<file path="src/rtl/id_ex_stage.sv">
// ID/EX pipeline register with load-use hazard detection, redirect squash and global hold.
// Optional HAZARD_STATS_EN adds saturating load-use bubble and flush event counters.
module id_ex_stage #(
  parameter int XLEN = 32
) (
  input  logic            clk,
  input  logic            rst_n,
  input  logic            id_valid,
  input  logic [19:0]     id_ctrl,
  input  logic [XLEN-1:0] id_pc,
  input  logic [XLEN-1:0] id_rs1_data,
  input  logic [XLEN-1:0] id_rs2_data,
  input  logic [XLEN-1:0] id_imm,
  input  logic [4:0]      id_rs1,
  input  logic [4:0]      id_rs2,
  input  logic [4:0]      id_rd,
  input  logic            flush_i,
  input  logic            hold_i,
  output logic            ex_valid,
  output logic [19:0]     ex_ctrl,
  output logic [XLEN-1:0] ex_pc,
  output logic [XLEN-1:0] ex_rs1_data,
  output logic [XLEN-1:0] ex_rs2_data,
  output logic [XLEN-1:0] ex_imm,
  output logic [4:0]      ex_rs1,
  output logic [4:0]      ex_rs2,
  output logic [4:0]      ex_rd,
  output logic            stall_o
`ifdef HAZARD_STATS_EN
  ,
  output logic [31:0]     stat_loaduse_cnt,
  output logic [31:0]     stat_flush_cnt
`endif
);

  localparam int CTRL_ALU_SRC    = 6;
  localparam int CTRL_MEM_TO_REG = 8;
  localparam int CTRL_JUMP       = 13;
  localparam int CTRL_STORE      = 14;
  localparam int CTRL_LUI        = 15;

  logic id_uses_rs1;
  logic id_uses_rs2;
  logic ex_is_load;
  logic rs1_match;
  logic rs2_match;
  logic hazard;
  logic bubble;
  logic load_en;

  // LUI and JAL ignore rs1; rs2 is read for R-type/branches and as store data.
  assign id_uses_rs1 = ~(id_ctrl[CTRL_LUI] | id_ctrl[CTRL_JUMP]);
  assign id_uses_rs2 = ~id_ctrl[CTRL_ALU_SRC] | id_ctrl[CTRL_STORE];

  assign ex_is_load = ex_valid & ex_ctrl[CTRL_MEM_TO_REG];
  assign rs1_match  = id_uses_rs1 & (ex_rd == id_rs1);
  assign rs2_match  = id_uses_rs2 & (ex_rd == id_rs2);
  assign hazard     = id_valid & ex_is_load & (ex_rd != 5'd0) & (rs1_match | rs2_match);

  assign stall_o = hazard & ~flush_i;

  // Flush outranks hold so a redirect is never lost during a memory wait.
  assign bubble  = flush_i | (~hold_i & hazard);
  assign load_en = ~flush_i & ~hold_i & ~hazard;

  always_ff @(posedge clk) begin
    if (!rst_n || bubble) begin
      ex_valid    <= 1'b0;
      ex_ctrl     <= '0;
      ex_pc       <= '0;
      ex_rs1_data <= '0;
      ex_rs2_data <= '0;
      ex_imm      <= '0;
      ex_rs1      <= '0;
      ex_rs2      <= '0;
      ex_rd       <= '0;
    end else if (load_en) begin
      ex_valid    <= id_valid;
      ex_ctrl     <= id_valid ? id_ctrl : 20'd0;
      ex_pc       <= id_pc;
      ex_rs1_data <= id_rs1_data;
      ex_rs2_data <= id_rs2_data;
      ex_imm      <= id_imm;
      ex_rs1      <= id_rs1;
      ex_rs2      <= id_rs2;
      ex_rd       <= id_rd;
    end
  end

`ifdef HAZARD_STATS_EN
  logic loaduse_evt;

  assign loaduse_evt = hazard & ~flush_i & ~hold_i;

  always_ff @(posedge clk) begin
    if (!rst_n) begin
      stat_loaduse_cnt <= '0;
      stat_flush_cnt   <= '0;
    end else begin
      if (loaduse_evt && stat_loaduse_cnt != 32'hFFFF_FFFF)
        stat_loaduse_cnt <= stat_loaduse_cnt + 32'd1;
      if (flush_i && stat_flush_cnt != 32'hFFFF_FFFF)
        stat_flush_cnt <= stat_flush_cnt + 32'd1;
    end
  end
`endif

endmodule

</file>
<file path="config.mk">
export PLATFORM = sky130hd
export DESIGN_NAME = id_ex_stage
export DESIGN_NICKNAME = d
export VERILOG_FILES = /design/src/rtl/id_ex_stage.sv
export SDC_FILE = /design/constraint.sdc
export NUM_CORES = 1
export LEC_CHECK = 0
export CAP_MARGIN = 20
export CORE_ASPECT_RATIO = 1.2
export CORE_UTILIZATION = 30
export CTS_CLUSTER_SIZE = 12
export DETAILED_ROUTE_END_ITERATION = 6
export GPL_ROUTABILITY_DRIVEN = 0
export GPL_TIMING_DRIVEN = 0
export PLACE_DENSITY_LB_ADDON = 0.05
export SLEW_MARGIN = 20
export SYNTH_ARGS = -nofsm -noshare
export SYNTH_HDL_FRONTEND = slang
export SYNTH_SLANG_ARGS = --single-unit
</file>
<file path="constraint.sdc">
create_clock -name clk -period 7.55 [get_ports clk]
set_input_delay 1.8875 -clock clk [delete_from_list [all_inputs] [get_ports clk]]
set_output_delay 1.8875 -clock clk [all_outputs]
set_load 0.05 [all_outputs]
</file>
==> Word-level counts from Yosys, hierarchy flattened <==
Cells that the tools add are included.
{ "classes": {"n_eq_ne": 2, "n_mux": 1, "n_bitwise": 19, "reduce_logical": 3} }
{ "ops": {"columns": ["op", "n"], "rows": [
  ["20-bit two-way mux", 1],
  ["1-bit bitwise AND", 10],
  ["5-bit == test", 2],
  ["1-bit inverter", 5],
  ["5-bit nonzero test", 1],
  ["1-bit bitwise OR", 4],
  ["1-bit zero test", 1],
  ["1-bit logical OR", 1]
]} }
{ "totals": {"reg_bits": 164, "out_inout_bits": 165} }

==> Longest topological paths before layout <==
Gate-level depths: netlist of the first run.
{ "depth": {"ltp_word": 8, "mapped_depth": 8} }

==> Least setup slack after synthesis of the first run <==
No wires, ideal clock.
{ "synth_path": {"kind": "input port to output port", "startpoint": "input id_rs1[4]", "endpoint": "output stall_o", "t_arrival_ns": 3.756, "setup_slack_ns": 1.906, "cell_stages": 8, "n_path_buf": 3, "path_cell_list": "xor2_1 or3_1 o22ai_1 buf_2 buf_2 buf_2 nand2_1 nor2_1"} }
{ "synth_between": {"elab_chain_len": 5} }
{ "synth_rtl": {"columns": ["element", "line_no", "text"], "rows": [
  ["from (decl)", "14", "input logic [4:0] id_rs1,"],
  ["5-bit == test", "56", "assign rs1_match = id_uses_rs1 & (ex_rd == id_rs1);"],
  ["1-bit bitwise AND", "56", null],
  ["1-bit bitwise OR", "58", "assign hazard = id_valid & ex_is_load & (ex_rd != 5'd0) & (rs1_match | rs2_match);"],
  ["1-bit bitwise AND", "58", null],
  ["1-bit bitwise AND", "60", "assign stall_o = hazard & ~flush_i;"],
  ["to (decl)", "28", "output logic stall_o"]
]} }
Every way passes these cells.

==> Worst setup path after layout of the first run <==
{ "layout_path": {"startpoint": "input id_valid", "endpoint": "output stall_o"} }
{ "layout_between": {"elab_chain_len": 4} }
{ "layout_rtl": {"columns": ["element", "line_no", "text"], "rows": [
  ["from (decl)", "8", "input logic id_valid,"],
  ["1-bit bitwise AND (3 in series)", "58", null],
  ["1-bit bitwise AND", "60", null]
]} }
Every way passes these cells.

==> results of run 1 <==
## metal layers
metal,up-vias,GRT usage [%]
met5,-,0
met4,0,8.98
met3,51,6.55
met2,382,36.8
met1,4322,30.9
li1,4417,-
## metrics by stage
| stage | util [%] | hold WS [ns] | std cells | instance area [sq um] |
|---|---|---|---|---|
| final | 47.3 | 0.484 | 1672 | 12000 |
| after global routing | 47.3 | 0.509 | 1669 | 12000 |
| after CTS | 47.3 | 0.486 | 1668 | 12000 |
| after detailed placement | 45.1 | 0.477 | 1636 | 11500 |
| after global placement | 45.1 | 0.471 | 1636 | 11500 |
| after floorplan | - | 0.689 | 974 | 7740 |
## state kept, by name (all words and copies together), names as in the netlist
register,count
ex_pc,32
ex_ctrl,20
ex_rs1,5
ex_valid,1
ex_rs2_data,32
ex_rs2,5
ex_rs1_data,32
ex_imm,32
ex_rd,5
## cells by family (layout without fill, tap and decap cells)
kind of cell	after synthesis	count (layout)	share of synthesized area (%)
flip-flops	164	164	42.4
XOR/XNOR	10	10	1.13
other	0	4	0
AND/OR/NAND/NOR	340	340	19.4
buffers and inverters	130	494	7.29
AO/OA/AOI/OAI	330	330	29.8
## how the worst max path moves through the flow
stage / slack (ns) / from / end / cells after the start
final: 0.54 / id_valid / stall_o / 8
after global routing: 0.34 / id_valid / stall_o / 8
after CTS: 0.48 / id_valid / stall_o / 8
after detailed placement: 0.50 / id_valid / stall_o / 8
after global placement: 0.53 / id_valid / stall_o / 8
after floorplan: 1.91 / id_rs1[4] / stall_o / 8
## worst max-delay path, delay by kind of cell
family                 cells  cell delay, ns
buffers and inverters      5            2.81
AND/OR/NAND/NOR            3            0.41
## cell usage in the layout (no fill, tap or decap), drive strengths merged
cell type,instances
o2111ai,19
xnor2,9
clkbuf,104
clkinv,3
nand3,163
or3,1
o22a,1
and4,1
buf,43
clkinvlp,1
o21ai,1
a31oi,163
inv,11
clkdlybuf4s50,332
nor2,3
or2,1
a21oi,1
nand4,3
nand2,167
xor2,1
o311ai,1
diode,4
nor3,1
o211ai,143
dfxtp,164
o22ai,1
## report_power, final
part / leakage [uW] / switching [uW] / internal, uW
logic: 0.00188 / 176 / 144
registers: 0.00133 / 15.5 / 883
clock network: 0.000274 / 407 / 443
## cell type report
class                           instances  area share, %
Multi-Input combinational cell        680           32.4
Timing Repair Buffer                  332           27.6
Sequential cell                       164           27.3
Buffer                                128           4.62
Clock buffer                           19           3.68
Tap cell                              330           3.43
Clock inverter                         13          0.945
Antenna cell                            4         0.0831
Inverter                                2         0.0623
==> results.md, run 1 <==
Status:
- The run finished with clean final reports.

Yosys:
- Synthesis handed over a netlist of 974 instances.
- The async set-reset flop share out of synthesis is 0%.
- The average cell area after synthesis is 7.95 sq um.
- The dominant register cell in the synthesized netlist is dfxtp_1.
- The share of synthesized area in the top cell type comes to 42.4%.
- The total nets after synthesis is 1,142.
- After synthesis, the most frequently instantiated cells are nand2_1, dfxtp_1, a31oi_1, nand3_1, o211ai_1.
- The post-synthesis register bit count is 164.
- The number of different library cells in the post-synthesis netlist is 24.
- Counting flops with a built-in enable in the synthesized netlist gives 0.
- After synthesis, the cell types taking the most area are dfxtp_1, o211ai_1, a31oi_1.
- nand2_1 is the most common cell in the netlist.
- Yosys printed 0 warnings.
- The summed instance area of the synthesized netlist is 0.00774 sq mm.
- The sequential element share of the synthesized area is 42.4%.
- The cell taking the most area after synthesis is dfxtp_1.

Detailed routing:
- The number of remaining DRC errors is 0.
- The total length of routed met3 wires is 2.80 mm.
- Across all layers, the routed design uses 9,172 vias.
- The highest routing layer actually used is met4.
- The via density per instance is 5.49.
- The total wire length is 32.0 mm.
- The detailed router's first-iteration violation count is 539.
- The antenna violation net count after detailed routing is 0.
- The amount of wire on met2 after detailed routing is 14.8 mm.
- The first-pass detailed-route iteration total is 5.
- The routed metal-1 wire length is 13.5 mm.
- After detailed routing, the average wire length per cell comes to 19.2 um.

Worst setup path:
- Setup slack on the worst reg-to-reg path comes out at 4.84 ns.
- The maximum cell stage delay along the critical path is 0.84 ns.
- The depth of the most critical reg-to-reg path is 8.
- The startpoint of the worst register-to-register path is ex_rd[4].
- The type of the setup path with the least slack is primary input to output port.
- STA classifies the critical path endpoint as an output port.
- The critical path goes through clkdlybuf4s50_1 -> and4_1 -> clkbuf_1 -> clkbuf_1 -> buf_2 -> nand2_1 -> nor2_1 -> clkdlybuf4s50_1.
- Among all stages on the critical path, the largest delay is contributed by clkdlybuf4s50_1.
- The worst setup path is launched from a primary input.
- Data on the critical path arrives at its endpoint at 5.12 ns.
- The worst flop-to-flop path endpoint is ex_ctrl[5].
- Of all nets on the critical path, the largest fanout is 10.
- At the worst endpoint, the required time is 5.66 ns.

Global route:
- The first-pass GRT wire length is 48.7 mm.
- The number of global-route vias before repair is 8,787.
- Across every metal layer, demand over resource in global routing totals 23.7%.
- Entering global routing, the biggest net connects 17 pins.
- The number of antenna violations at the first check in global routing is 3.
- After global routing the overflow that remains totals 0.

Layout:
- The net count reported at finish is 1,493.
- The footprint of the multi-input gates is 0.00390 sq mm.
- The number of filler cells placed in the layout is 2,544.
- Of the cells placed in the final design, the portion with a size suffix greater than 1 is 5.23%.
- Registers take 0.00328 sq mm.
- The synthesis-to-layout area growth is 55.6%.

Floorplanning:
- The die is 178 um tall.
- The overall die area is 0.0265 sq mm.
- The region available for standard cell placement spans 0.0255 sq mm.
- The count of pins on the block boundary is 333.
- The cell row count is 64.
- The initial utilization of the core area, before any placement, comes to 30.4%.
- The horizontal die dimension is 149 um.

Run:
- Across the run, the number of max-cap violations was 0.

Hold path:
- The origin of the worst min-delay path is ex_ctrl[9].
- The worst hold path terminates at ex_ctrl[9].
- The cell depth of the worst hold path is 2.
- The type of the tightest min-delay check is flop to flop.

Timing:
- The headroom to the max-slew limit is 45.1%.
- The worst path in the final design needs a cycle of 7.01 ns, including I/O delays and setup.
- The max-slew violation total from the final report came to 0.
- The highest attainable clock frequency is 0.143 GHz.
- The final setup TNS is 0 ns.
- The total setup violations reported at the end of the flow is 0.
- The final critical path takes up 92.9% of the cycle.
- The slew at the pin closest to its max-slew limit is 0.823 ns.
- Across all setup checks in the final design, the least slack found is 0.538 ns.
- Setup repair after global routing left no endpoint under its margin.
- The final-report hold violation count came to 0.
- For the final database, setup skew stands at 0.0103 ns.

Clock network:
- CTS placed an instance of clkbuf_16 at the clock tree root.
- After clock tree synthesis, the clock-pin slew on the worst setup and hold paths is 0.06 ns.
- The clock latency on the worst-skew pair is 0.42 ns.
- For this design, the CTS-stage hold fixing added 0 buffers.
- The number of levels in the clock H-tree is 4.
- The CTS tree is done.
- The number of buffers inserted during clock tree synthesis is 17.
- The number of clock sinks is 164.
- The number of buffers added for setup after CTS is 0.
- Once the clock tree was built, the resizer swapped 0 gates to a different size.
- The longest clock path from root to sink contains 2 buffers.

Placement:
- The placed wire-length estimate after detailed placement is 22.7 mm.
- The minimum setup slack after placement is 0.503 ns.
- The count of input and output buffers is 332.

Pwr:
- Summed over all cells, the static leakage comes to 0.00349 uW.
- The worst voltage drop across the vdd grid is 0.138 mV.
- The design draws 2070 uW.
- The power per cell area is 172 mW/mm^2.
Power figures use the tool's default switching activity.
==> run 2: changes to the inputs <==
==> constraint.sdc (replaced) <==
create_clock -name clk -period 8.93 [get_ports clk]
set_input_delay 2.2325 -clock clk [delete_from_list [all_inputs] [get_ports clk]]
set_output_delay 2.2325 -clock clk [all_outputs]
set_load 0.05 [all_outputs]
==> results of run 2 <==
Same layout as run 1 (identical final DEF). Status: complete, no violations.
Among the figures that moved: setup slack after placement 0.503 ns -> 1.19 ns; setup slack after layout 0.538 ns -> 1.23 ns; register-to-register setup slack 4.84 ns -> 6.22 ns; total power 2070 uW -> 1750 uW; worst IR drop on VDD 0.138 mV -> 0.117 mV
==> run 3: changes to the inputs <==
--- a/config.mk
+++ b/config.mk
@@ -5,14 +5,15 @@
 export SDC_FILE = /design/constraint.sdc
 export NUM_CORES = 1
 export LEC_CHECK = 0
-export CAP_MARGIN = 20
+export CAP_MARGIN = 5
 export CORE_ASPECT_RATIO = 1.2
-export CORE_UTILIZATION = 30
+export CORE_UTILIZATION = 45
 export CTS_CLUSTER_SIZE = 12
 export DETAILED_ROUTE_END_ITERATION = 6
 export GPL_ROUTABILITY_DRIVEN = 0
 export GPL_TIMING_DRIVEN = 0
 export PLACE_DENSITY_LB_ADDON = 0.05
+export SETUP_SLACK_MARGIN = 0.5
 export SLEW_MARGIN = 20
 export SYNTH_ARGS = -nofsm -noshare
 export SYNTH_HDL_FRONTEND = slang
==> results.md, run 3 (same netlist as run 1, synthesis figures left out) <==
Status:
- The flow ran to the end, and the final reports show no timing, DRC or antenna violations.

Worst setup path:
- The slowest stage of the critical path is the clkdlybuf4s50_1 cell.
- The worst setup path is captured at an output port.
- In this run the register-to-register setup slack is 6.26 ns.
- The data arrival at the endpoint of the critical path is 5.41 ns.
- Traced cell by cell, the critical path runs through clkdlybuf4s50_1 -> and4_1 -> clkbuf_1 -> clkbuf_1 -> buf_2 -> nand2_1 -> nor2_1 -> clkdlybuf4s50_1.
- The worst setup path is of the primary input to output port kind.
- At the worst endpoint, the required time is 6.70 ns.
- Of all nets on the critical path, the largest fanout is 10.
- The category of the worst setup path launch point is a primary input.
- The maximum cell stage delay along the critical path is 0.85 ns.

Clock network:
- The number of hold buffers added after cts is 0.
- The number of buffers added for setup after CTS is 0.
- The clock reaches the later pin of the worst-skew pair after 0.43 ns.
- In this run, CTS created clock tree buffers numbering 17.
- For this design, the sink count on the clock tree is 164.
- The buffer cell driving the clock tree root is clkbuf_16.
- The clock slew at the register clock pins of the worst setup and hold paths is 0.06 ns.
- The CTS tree is done.
- The count of instances resized after the clock tree is built is 0.
- Counting along the longest clock path gives a buffer depth of 2.
- The number of levels in the clock H-tree is 4.

Detailed routing:
- The first-pass detailed-route iteration total is 5.
- The total wire length is 29.1 mm.
- The detailed router's first-iteration violation count is 864.
- After detailed routing, the wire length on met1 is 11.8 mm.
- After detailed routing, no signal wire sits above met4.
- Once detail routing completed, the nets flagged for antenna violations numbered 0.
- The via density per instance is 5.95.
- The total length of routed met3 wires is 2.59 mm.
- In the routed design, unresolved DRC markers number 0.
- The routed length per instance is 18.8 um.
- The detailed router placed 9,248 vias in this run.
- Wire segments on met2 add up to 13.7 mm in the final route.

Placement:
- Prior to clock tree synthesis, the placed netlist has a worst setup slack of 1.25 ns.
- During placement, the flow inserted port buffers numbering 332.
- The instance area after placement is 0.0113 sq mm.
- The placed wire-length estimate after detailed placement is 20.4 mm.

Pwr:
- The power per cell area is 147 mW/mm^2.
- The internal power of the cells is 1280 uW.
- The part of the total power dissipated in the clock network is 41.4%.
- The share of total power dissipated in combinational logic is 15.3%.
- Summed over all nets, the switching power comes to 474 uW.
- The switching power as a share of total power is 27.0%.
- Across the VDD grid, the largest voltage drop is 0.125 mV.
- The leakage power is 0.00348 uW.
- The sequential power share is 43.3%.

Timing:
- The slew at the pin closest to its max-slew limit is 0.702 ns.
- Setup repair after global routing left no endpoint under its margin.
- The shortest clock period the worst path allows after layout is 7.65 ns.
- After layout, the worst setup slack is 1.28 ns.
- The highest attainable clock frequency is 0.131 GHz.
- Setup violations remaining at the end of the flow were counted as 0.
- The clock skew is 0.00991 ns.
- Measured against its own limit, the worst slew margin works out to 53.2%.
- The max-slew violation total from the final report is 0.
- The final-report hold violation count is 0.
- The final setup TNS is 0 ns.
- The worst slack on hold paths is 0.481 ns.
- The portion of the clock cycle consumed by the worst path in the final layout is 85.6%.

Global route:
- The total overflow left after global routing is 0.
- The number of global-route vias before repair is 8,610.
- The number of antenna violations at the first check in global routing is 0.
- Across every metal layer, demand over resource in global routing totals 32.1%.
- The first global-routing pass estimated 45.1 mm of wire.
- Entering global routing, the biggest net connects 17 pins.

Layout:
- Once layout is done, the placed cells without fillers occupy 0.0119 sq mm.
- The top cell types in the final layout, fill and taps aside, are clkdlybuf4s50_1, nand2_1, dfxtp_1.
- The synthesis-to-layout area growth is 53.7%.
- The count of antenna diodes in the layout is 0.
- The footprint of the multi-input gates is 0.00390 sq mm.
- The library cell used most frequently in the layout, excluding fill and tap cells, is clkdlybuf4s50_1.
- The number of filler cells placed in the layout is 1,408.
- The post-route netlist has 5.09% of its cells at a drive strength greater than 1.
- Across the whole layout, storage elements account for 0.00328 sq mm.
- At the end of the flow, the number of nets in the layout was 1,493.

Floorplanning:
- The floorplan has 52 rows.
- The die is 146 um tall.
- In this run the standard cell core region covers 0.0169 sq mm.
- The count of pins on the block boundary is 333.
- The initial utilization of the core area, before any placement, comes to 46.0%.
- The horizontal die dimension is 122 um.
- The die covers 0.0177 sq mm.

Hold path:
- The type of the tightest min-delay check is flop to flop.

Run:
- Max-cap violations in this run came to 0.
## run 3: final timing paths
path,start,depth (start not counted),to
worst max-delay path,id_valid,8,stall_o
worst min-delay path,ex_ctrl[19],2,ex_ctrl[19]
worst max register to register,ex_rd[4],8,ex_rs1_data[16]
worst min register to register,ex_ctrl[19],2,ex_ctrl[19]
## run 3: area by class of cell
| type | instances | share of cell area, % |
|---|---|---|
| Tap cell | 216 | 2.27 |
| Sequential cell | 164 | 27.6 |
| Clock inverter | 12 | 1.10 |
| Clock buffer | 19 | 3.64 |
| Timing Repair Buffer | 332 | 27.9 |
| Multi-Input combinational cell | 680 | 32.7 |
| Buffer | 128 | 4.68 |
| Inverter | 2 | 0.0631 |
## run 3: per-layer routing
layer  vias to the layer above  track usage, %
met2                       480            51.2
met5                         -               0
met4                         0            13.8
met3                        76            9.17
li1                       4398               -
met1                      4294            39.9
## run 3: worst max-delay path: cells and delay by family
kind | cells | cell delay [ns]
buffers and inverters | 5 | 2.78
AND/OR/NAND/NOR | 3 | 0.39
## run 3: stage by stage
step | std cells | total power (uW) | utilization (%)
2_1_floorplan | 974 | 904 | -
3_3_place_gp | 1522 | 1040 | 67.3
3_5_place_dp | 1522 | 1040 | 67.3
4_1_cts | 1553 | 1750 | 70.6
5_1_grt | 1553 | 1810 | 70.6
6_report | 1553 | 1750 | 70.6
## run 3: power groups by stage
stage / clock network (uW) / registers, uW / logic [uW]
2_1_floorplan: 0 / 826 / 78.0
3_3_place_gp: 0 / 775 / 264
3_5_place_dp: 0 / 775 / 265
4_1_cts: 729 / 759 / 267
5_1_grt: 763 / 761 / 284
6_report: 726 / 759 / 268
